===== config.mk =====
export PLATFORM = sky130hd
export DESIGN_NAME = rw_4x4_sync
export DESIGN_NICKNAME = d
export VERILOG_FILES = /design/src/rtl/rw_mem_pkg.sv /design/src/rtl/rw_4x4_sync.sv
export SDC_FILE = /design/constraint.sdc
export NUM_CORES = 1
export LEC_CHECK = 0
export ABC_AREA = 1
export BUFFER_PORTS_ARGS = -buffer_cell sky130_fd_sc_hd__buf_4
export CAP_MARGIN = 0
export CORE_ASPECT_RATIO = 0.9
export CORE_MARGIN = 2
export CORE_UTILIZATION = 45
export DETAILED_ROUTE_END_ITERATION = 8
export GPL_TIMING_DRIVEN = 0
export PLACE_DENSITY = 0.7
export REMOVE_ABC_BUFFERS = 1
export SYNTH_ARGS = -nofsm -noshare
export SYNTH_HDL_FRONTEND = slang
export SYNTH_SLANG_ARGS = --single-unit

===== constraint.sdc =====
create_clock -name clk -period 2.01 [get_ports clk]
set_input_delay 0.3015 -clock clk [delete_from_list [all_inputs] [get_ports clk]]
set_output_delay 0.3015 -clock clk [all_outputs]
set_load 0.02 [all_outputs]

===== src/rtl/rw_mem_pkg.sv =====
// Shared defaults and types for the small synchronous read/write stores.
package rw_mem_pkg;

  localparam int unsigned DEF_DATA_W = 4;
  localparam int unsigned DEF_ADDR_W = 2;

  typedef logic [DEF_DATA_W-1:0] word_t;

  function automatic int unsigned depth_of(input int unsigned aw);
    return 32'd1 << aw;
  endfunction

endpackage


===== src/rtl/rw_4x4_sync.sv =====
// Single-port synchronous memory, 2**ADDR_W words x DATA_W bits, registered read data.
module rw_4x4_sync
  import rw_mem_pkg::*;
#(
  parameter int unsigned DATA_W = DEF_DATA_W,
  parameter int unsigned ADDR_W = DEF_ADDR_W
) (
  output logic [DATA_W-1:0] data_out,
  input  logic [ADDR_W-1:0] address,
  input  logic              WE,
  input  logic              clk,
  input  logic [DATA_W-1:0] data_in,
  input  logic              rst_n
);

  localparam int unsigned DEPTH = depth_of(ADDR_W);

  logic [DATA_W-1:0] mem_q [DEPTH];
  logic [DATA_W-1:0] rdata_q;

  // Both tests on WE are explicit so an unknown WE neither writes nor reads.
  always_ff @(posedge clk or negedge rst_n) begin
    if (!rst_n) begin
      for (int unsigned i = 0; i < DEPTH; i++) begin
        mem_q[i] <= '0;
      end
      rdata_q <= '0;
    end else if (WE) begin
      mem_q[address] <= data_in;
    end else if (!WE) begin
      rdata_q <= mem_q[address];
    end
  end

  assign data_out = rdata_q;

endmodule


# --- Word-level counts from Yosys, hierarchy flattened ---
# Cells that the tools add are included.
op_classes:
  muxes: 6
  n_mul: 0
  bitwise_logic: 1
  n_eq_ne: 0
  div_mod_pow: 0
  reduce_logical: 1
  shifts: 0
  add_sub_neg: 0
  order_cmp: 2
ops:
  columns: ["operator", "count"]
  rows:
  - ["$bwmux 16", 1]
  - ["$mux 4", 3]
  - ["$bmux 4 s2", 1]
  - ["$demux 4 s2", 1]
  - ["$ge 3x3->1 const B", 1]
  - ["$lt 3x1->1 const B", 1]
  - ["$not 2->3", 1]
  - ["$logic_and 1x1->1", 1]
word_totals:
  romBits: 0
  mem_bits_rw: 0
  latchBits: 0
  n_memories: 0
  reg_bits: 20

# --- Depth between registers and ports, before layout ---
# Gate-level depths: netlist (run 1).
logic_depth:
  depth_word: 6
  mapped_depth: 7
  depth_no_buf: 7

# --- Worst setup path after synthesis (run 1) ---
# OpenSTA, ideal clock, no wires.
synth_path:
  kind: "in2reg"
  start: "input address[0]"
  end: "register rdata_q[0], in the netlist data_out[0]"
  path_buffers: 1
  arrival_time_ns: 0.723
  setup_time_ns: 0.116
  required_ns: 1.894
  stages: 7
  setup_slack_ns: 1.171
  cell_sequence: "buf_4 -> nand2_1 -> nand2_1 -> nand2_1 -> nand2_1 -> nand2_1 -> nand2_1"
synth_via:
  elab_chain_len: 4
synth_rtl:
  columns: ["item", "line", "rtl"]
  rows:
  - ["from (decl)", "rw_4x4_sync.sv:9", "input logic [ADDR_W-1:0] address,"]
  - ["$not 2->3 (not written as such)", "rw_4x4_sync.sv:31", "rdata_q <= mem_q[address];"]
  - ["$bmux 4 s2", "rw_4x4_sync.sv:31", null]
  - ["$mux 4 (not written as such) (2 in series)", "rw_4x4_sync.sv:31", null]
  - ["to (signal assigned)", "rw_4x4_sync.sv:31", null]
  - ["to (decl)", "rw_4x4_sync.sv:19", "logic [DATA_W-1:0] rdata_q;"]
# No other way between the ends. The select of a mux whose other input is x is not followed.
# A chain may end at the register's enable or synchronous reset.

# --- Final worst setup path (run 1) ---
layout_path:
  start: "register rdata_q[2], in the netlist data_out[2]"
  end: "output data_out[2]"
layout_lines:
  columns: ["item", "line", "rtl"]
  rows:
  - ["to (decl)", "rw_4x4_sync.sv:8", "output logic [DATA_W-1:0] data_out,"]
# No word-level cell between the ends.

==> results of run 1 <==
[power by group]
| group | total [mW] | switching, mW | internal [mW] |
|---|---|---|---|
| combinational | 0.189 | 0.111 | 0.0779 |
| clock | 0.327 | 0.125 | 0.202 |
| sequential | 0.499 | 0.0334 | 0.466 |
| total | 1.02 | 0.270 | 0.745 |
[flip-flops by register name, indices dropped and copies added (netlist names)]
| signal | cells |
|---|---|
| mem_q | 16 |
| data_out | 4 |
[kinds of logic after synthesis]
family / count (synthesis) / share of synthesized area, %
buf+inv: 9 / 5.05
simple gates: 68 / 32.9
compound gates: 16 / 8.90
flops: 20 / 53.1
[tightest hold or removal path, delay by kind of cell]
kind / cells / cell delay (ns)
AOI/OAI and AO/OA: 1 / 0.12
buffers and inverters: 2 / 0.12
[per-layer routing]
metal / up-vias / track usage [%] / share of wire, %
li1: 386 / - / -
met5: - / 0 / 0
met4: 0 / 10.8 / 2.4
met3: 4 / 2.81 / 4.8
met2: 17 / 27.6 / 45
met1: 327 / 21.7 / 48
[metrics by stage]
stage / cell area (um^2) / total power [mW] / std cells
5_1_grt: 1110 / 1.07 / 153
4_1_cts: 1110 / 1.03 / 153
6_report: 1110 / 1.02 / 153
3_3_place_gp: 1040 / 0.691 / 148
3_5_place_dp: 1040 / 0.697 / 148
2_1_floorplan: 923 / 0.619 / 111
[path summary, 6_finish.rpt]
| kind | from | endpoint | slack, ns | cells after the start |
|---|---|---|---|---|
| worst max-delay path | data_out[2] | data_out[2] | 0.85 | 1 |
| worst min-delay path | data_in[1] | mem_q[13] | 0.28 | 3 |
| worst max register to register | mem_q[11] | data_out[3] | 1.18 | 6 |
| worst min register to register | mem_q[3] | mem_q[3] | 0.50 | 2 |
| max in group asynchronous | rst_n | mem_q[14] | 1.39 | 2 |
| min in group asynchronous | rst_n | data_out[2] | 0.39 | 2 |
[cell type report]
cell class / instances / area [um^2]
clock buffers: 3 / 22.5
clock inverters: 1 / 30.0
fillers: 198 / 845
inverters: 7 / 28.8
multi-input cells: 84 / 394
flip-flops and latches: 20 / 500
well taps: 25 / 31.3
repair buffers: 13 / 100
[placed cells by master (no fill, tap or decap), types with 3 or more instances in the layout]
| cell type | count |
|---|---|
| nand2_1 | 64 |
| inv_1 | 5 |
| buf_4 | 12 |
| clkbuf_4 | 3 |
| o21ai_0 | 6 |
| o21ai_1 | 9 |
| dfrtp_1 | 20 |
| nand3_4 | 4 |
==> reports/summary.json, run 1 <==
{
  "synth.yosys.warnings": 0,
  "start_util_pct": 48.3,
  "area_delta_synth_final_pct": 17.5,
  "leakagePower_nw": 0.588,
  "syn_area_um2": 942,
  "count_of_flip_flops_with_a_built_in_enable_after_synthesis": 0,
  "worst-endpoint-arrival_ns": 0.86,
  "asyncSetResetFlopFracSynth_pct": 100,
  "timing_worst_slew_pin_value_ns": 0.262,
  "drt_first_iter_violations": 31,
  "run_status": "completed",
  "h-tree-depth": 1,
  "report.final.slew_viol_count": 0,
  "cp_data_required_time_ns": 1.71,
  "grt_start_max_net_pins": 21,
  "clk_latency_worst_skew_pair_ns": 0.31,
  "cts.reportedPaths.clkPinSlew_ns": 0.12,
  "criticalPathCategory": "reg2out",
  "grt_pass1_vias": 643,
  "vdd_drop_max_v": 0.000594,
  "die-area_um2": 2480,
  "vias_per_instance": 4.80,
  "synthTopCellsByCount": "nand2_1, dfrtp_1, o21ai_1, o21ai_0, inv_1",
  "cts_inserted_buffers": 3,
  "hold_buffers": 1,
  "timing.critical_path.slowest_cell_delay_ns": 0.40,
  "p_per_area_nw_per_um2": 917,
  "final.hold.worst_slack_ns": 0.276,
  "coreArea_um2": 1950,
  "period_share_pct": 57.9,
  "place_worst_setup_slack_ns": 0.873,
  "route.detailed.drc": 0,
  "vias": 734,
  "syn_area_per_cell_um2": 8.34,
  "postCtsSetupRepairBufs": 0,
  "antenna_violating_nets_post_route": 0,
  "routabilityCongestion": 0.727,
  "tritoncts": "yes",
  "detail_route.wirelength_mm": 1.74,
  "final_hold_vio_count": 0,
  "final_layout_size_suffix_gt1_share_pct": 18.0,
  "initial_antenna_violation_count": 0,
  "worst_slew_margin_rel_pct": 82.6,
  "min_path_type": "in2reg",
  "finalCoreUtilization_pct": 56.7,
  "finalSetupTns_ns": 0,
  "crit_path_cell_trace": "buf_4",
  "max_freq_ghz": 0.860,
  "crit_path_end_kind": "primary output",
  "crit_path_start_kind": "flip-flop",
  "synth-seq-area-share_pct": 53.1,
  "ys_dominant_reg_cell": "dfrtp_1",
  "synthTopCellsByArea": "dfrtp_1, nand2_1, nand3_4",
  "drt_first_pass_iters": 4,
  "wire_length_of_the_first_global_routing_pass_mm": 2.86,
  "setup_viol": 0,
  "track_usage_pct": 17.0,
  "width_of_the_die_um": 52.2,
  "critical-path-slowest-cell": "dfrtp_1",
  "num_antenna_cells": 0,
  "synth_top_area_share_pct": 53.1,
  "avgRoutedWirePerCell_um": 11.3,
  "rsz_0062_raised_after_global_routing": "false",
  "synthMostInstantiatedCell": "nand2_1",
  "max-clock-path-buffers": 2,
  "placement.io_buffers": 12,
  "max-cap-violations": 0,
  "crit_path_max_fanout": 2,
  "cts.sink_count": 20,
  "final_period_minus_worst_setup_slack_ns": 1.16,
  "fin_nets": 138,
  "worst-path-buf-inv": 1,
  "critical_path_s_top_delay_family": "flip-flops",
  "cts-root-buf": "clkbuf_4",
  "worst_clock_skew_ns": 0.0123,
  "row_count": 15,
  "setup_ws_ns": 0.847,
  "synth.distinct_cells": 11,
  "synth.ff_latch_count": 20,
  "grt.overflow.total": 0,
  "syn_inst": 113,
  "floorplan.io_pins": 13,
  "die-height_um": 47.4,
  "post_cts_resized": 0,
  "synth_top_cell_by_area": "dfrtp_1"
}
(Power assumes the default switching activity.)
==> inputs of run 2 (changes only) <==
ABC_AREA = 0   (was 1)
clock period = 1.1 ns   (was 2.01 ns; I/O delays follow)
==> reports/summary.json, run 2 <==
{
  "vias": {"value": 549, "change": "-25%"},
  "hold_buffers": {"value": 1, "change": "unchanged"},
  "cts-root-buf": "clkbuf_4",
  "worst-endpoint-arrival": {"value": 0.87, "unit": "ns", "change": "about the same"},
  "max-clock-path-buffers": {"value": 2, "change": "unchanged"},
  "crit_path_max_fanout": {"value": 2, "change": "unchanged"},
  "worst-path-buf-inv": {"value": 1, "change": "unchanged"},
  "vias_per_instance": {"value": 5.44, "change": "+13%"},
  "synth.distinct_cells": {"value": 12, "change": "+1"},
  "max_freq_ghz": 0.969,
  "floorplan.io_pins": {"value": 13, "change": "unchanged"},
  "track_usage": {"value": 15.9, "unit": "%", "change": "-1.1 points"},
  "worst_clock_skew": {"value": 0.00651, "unit": "ns", "change": "-0.00581 ns"},
  "synth_top_cell_by_area": "dfrtp_1",
  "post_cts_resized": {"value": 0, "change": "unchanged"},
  "final_period_minus_worst_setup_slack_ns": 1.03,
  "count_of_flip_flops_with_a_built_in_enable_after_synthesis": {"value": 0, "change": "unchanged"},
  "critical_path_s_top_delay_family": "flip-flops",
  "place_worst_setup_slack": {"value": -0.106, "unit": "ns", "change": "-0.979 ns"},
  "critical_path_depth": {"value": 1, "change": "unchanged"},
  "rsz_0062_raised_after_global_routing": "false",
  "critical-path-slowest-cell": "dfrtp_1",
  "grt.overflow.total": {"value": 0, "change": "unchanged"},
  "crit_path_start_kind": "flip-flop",
  "timing.critical_path.slowest_cell_delay": {"value": 0.41, "unit": "ns", "change": "about the same"},
  "mostFrequentLayoutCells": "mux2_2, dfrtp_1, buf_4",
  "cts.reportedPaths.clkPinSlew": {"value": 0.11, "unit": "ns", "change": "about the same"},
  "drt_first_pass_iters": {"value": 4, "change": "unchanged"},
  "final.hold.worst_slack": {"value": 0.116, "unit": "ns", "change": "-0.159 ns"},
  "grt_pass1_vias": {"value": 544, "change": "-15%"},
  "max_flop_register": "mem_q",
  "grt_start_max_net_pins": {"value": 21, "change": "unchanged"},
  "vdd_drop_max": {"value": 0.00101, "unit": "V", "change": "+69%"},
  "initial_antenna_violation_count": {"value": 0, "change": "unchanged"},
  "report.final.slew_viol_count": {"value": 0, "change": "unchanged"},
  "max-cap-violations": {"value": 0, "change": "unchanged"},
  "p_per_area": {"value": 1680, "unit": "nW/um^2", "change": "+83%"},
  "criticalPathCategory": "reg2out",
  "wire_length_of_the_first_global_routing_pass": {"value": 2.48, "unit": "mm", "change": "-13%"},
  "row_count": {"value": 15, "change": "unchanged"},
  "synth.yosys.warnings": {"value": 0, "change": "unchanged"},
  "syn_area": {"value": 872, "unit": "um^2", "change": "-7.4%"},
  "antenna_violating_nets_post_route": {"value": 0, "change": "unchanged"},
  "routabilityCongestion": {"value": 0.735, "change": "+1.1%"},
  "final_layout_size_suffix_gt1_share": {"value": 48.7, "unit": "%", "change": "+31 points"},
  "min_path_type": "in2reg",
  "synthTopCellsByCount": "dfrtp_1, mux2_2, a21oi_1, mux2i_1, o22ai_1",
  "width_of_the_die": {"value": 50.4, "unit": "um", "change": "-3.5%"},
  "rr_worst_depth": {"value": 3, "change": "-3"},
  "cp_data_required_time": {"value": 0.94, "unit": "ns", "change": "-0.77 ns"},
  "finalCoreUtilization": {"value": 54.8, "unit": "%", "change": "-1.9 points"},
  "num_antenna_cells": {"value": 0, "change": "unchanged"},
  "area_delta_synth_final_pct": 17.9,
  "clk_latency_worst_skew_pair": {"value": 0.30, "unit": "ns", "change": "about the same"},
  "ys_dominant_reg_cell": "dfrtp_1",
  "cts.sink_count": {"value": 20, "change": "unchanged"},
  "synth_top_area_share": {"value": 57.4, "unit": "%", "change": "+4.3 points"},
  "cts_inserted_buffers": {"value": 3, "change": "unchanged"},
  "syn_inst": {"value": 60, "change": "-47%"},
  "setup_viol": {"value": 0, "change": "unchanged"},
  "period_share_pct": 93.8,
  "ff2ff_setup_slack": {"value": 0.14, "unit": "ns", "change": "-1.04 ns"},
  "number_of_flip_flops_under_the_largest_register_name": {"value": 16, "change": "unchanged"},
  "tritoncts": "yes",
  "coreArea": {"value": 1880, "unit": "um^2", "change": "-3.8%"},
  "filler_cell_count": {"value": 166, "change": "-16%"},
  "worst_slew_margin_rel": {"value": 80.1, "unit": "%", "change": "-2.5 points"},
  "asyncSetResetFlopFracSynth": {"value": 100, "unit": "%", "change": "unchanged"},
  "reg2reg_from": "mem_q[1]",
  "postCtsSetupRepairBufs": {"value": 0, "change": "unchanged"},
  "timing.critical_path.to": "data_out[3]",
  "stdcell_area": {"value": 1030, "unit": "um^2", "change": "-7.1%"},
  "h-tree-depth": {"value": 1, "change": "unchanged"},
  "syn_area_per_cell": {"value": 14.5, "unit": "um^2", "change": "+74%"},
  "synth.ff_latch_count": {"value": 20, "change": "unchanged"},
  "timing_worst_slew_pin_value": {"value": 0.298, "unit": "ns", "change": "+0.0362 ns"},
  "crit_path_end_kind": "primary output",
  "run_status": "completed",
  "avgRoutedWirePerCell": {"value": 15.4, "unit": "um", "change": "+36%"},
  "cp-startpoint": "data_out[3]",
  "placement.cell_area": {"value": 982, "unit": "um^2", "change": "-6.0%"},
  "crit_path_cell_trace": "buf_4",
  "placement.io_buffers": {"value": 12, "change": "unchanged"},
  "crit-reg2reg-capture": "data_out[1]",
  "finalSetupTns": {"value": 0, "unit": "ns", "change": "unchanged"},
  "synthTopCellsByArea": "dfrtp_1, mux2_2, mux2i_1",
  "setup_ws": {"value": 0.0684, "unit": "ns", "change": "-0.778 ns"},
  "synth-seq-area-share": {"value": 57.4, "unit": "%", "change": "+4.3 points"},
  "start_util": {"value": 46.5, "unit": "%", "change": "-1.8 points"},
  "die-height": {"value": 45.8, "unit": "um", "change": "-3.5%"},
  "drt_first_iter_violations": {"value": 5, "change": "-84%"},
  "fin_nets": {"value": 86, "change": "-38%"},
  "detail_route.wirelength": {"value": 1.55, "unit": "mm", "change": "-11%"},
  "die-area": {"value": 2310, "unit": "um^2", "change": "-6.8%"},
  "final_hold_vio_count": {"value": 0, "change": "unchanged"},
  "route.detailed.drc": {"value": 0, "change": "unchanged"},
  "leakagePower": {"value": 0.451, "unit": "nW", "change": "-23%"}
}
## run 2: changes by cell type after synthesis, moves of 2 or more
cell      delta
o22ai_1      +4
o21ai_0      -6
nand2_1     -64
mux2_2      +20
nand3b_1     +2
a21oi_1      +4
nand3_4      -4
mux2i_1      +4
inv_1        -4
o21ai_1      -9
## run 2: how the worst min path moves through the flow
stage,to,start,slack [ns],cells after the start
global placement,mem_q[2],rst_n,0.05,1
global route,mem_q[10],data_in[2],0.10,2
detailed placement,mem_q[6],rst_n,0.06,1
CTS,mem_q[1],data_in[1],0.11,2
finish,mem_q[7],data_in[3],0.12,2
floorplan,data_out[0],rst_n,-0.13,0
## run 2: layout make-up
type                    instances  area (um^2)  area share, %
clock buffers                   4         36.3           3.53
inverters                       1         3.75          0.365
multi-input cells              38          357           34.7
flip-flops and latches         20          500           48.7
well taps                      25         31.3           3.04
repair buffers                 13          100           9.73
## run 2: power by group
part	internal, mW	switching [mW]
combinational	0.207	0.161
sequential	0.874	0.0669
clock	0.202	0.218
total	1.28	0.446
## run 2: cell families after synthesis
group	after synthesis	share of synthesized area (%)
compound gates	8	5.16
buf+inv	2	1.72
flops	20	57.4
mux	24	30.4
simple gates	6	5.31
## run 2: per-stage QoR
step                total power, mW  cells
global route                   1.83    101
global placement               1.31     96
floorplan                      1.18     59
finish                         1.73    101
CTS                            1.75    101
detailed placement             1.33     96
## run 2: metal layers
layer / vias up / part of all wire [%] / GRT usage (%)
met2: 15 / 43 / 24.7
met1: 274 / 49 / 21.1
met3: 4 / 4.7 / 2.96
li1: 256 / - / -
met5: - / 0 / 0
met4: 0 / 3.0 / 9.73
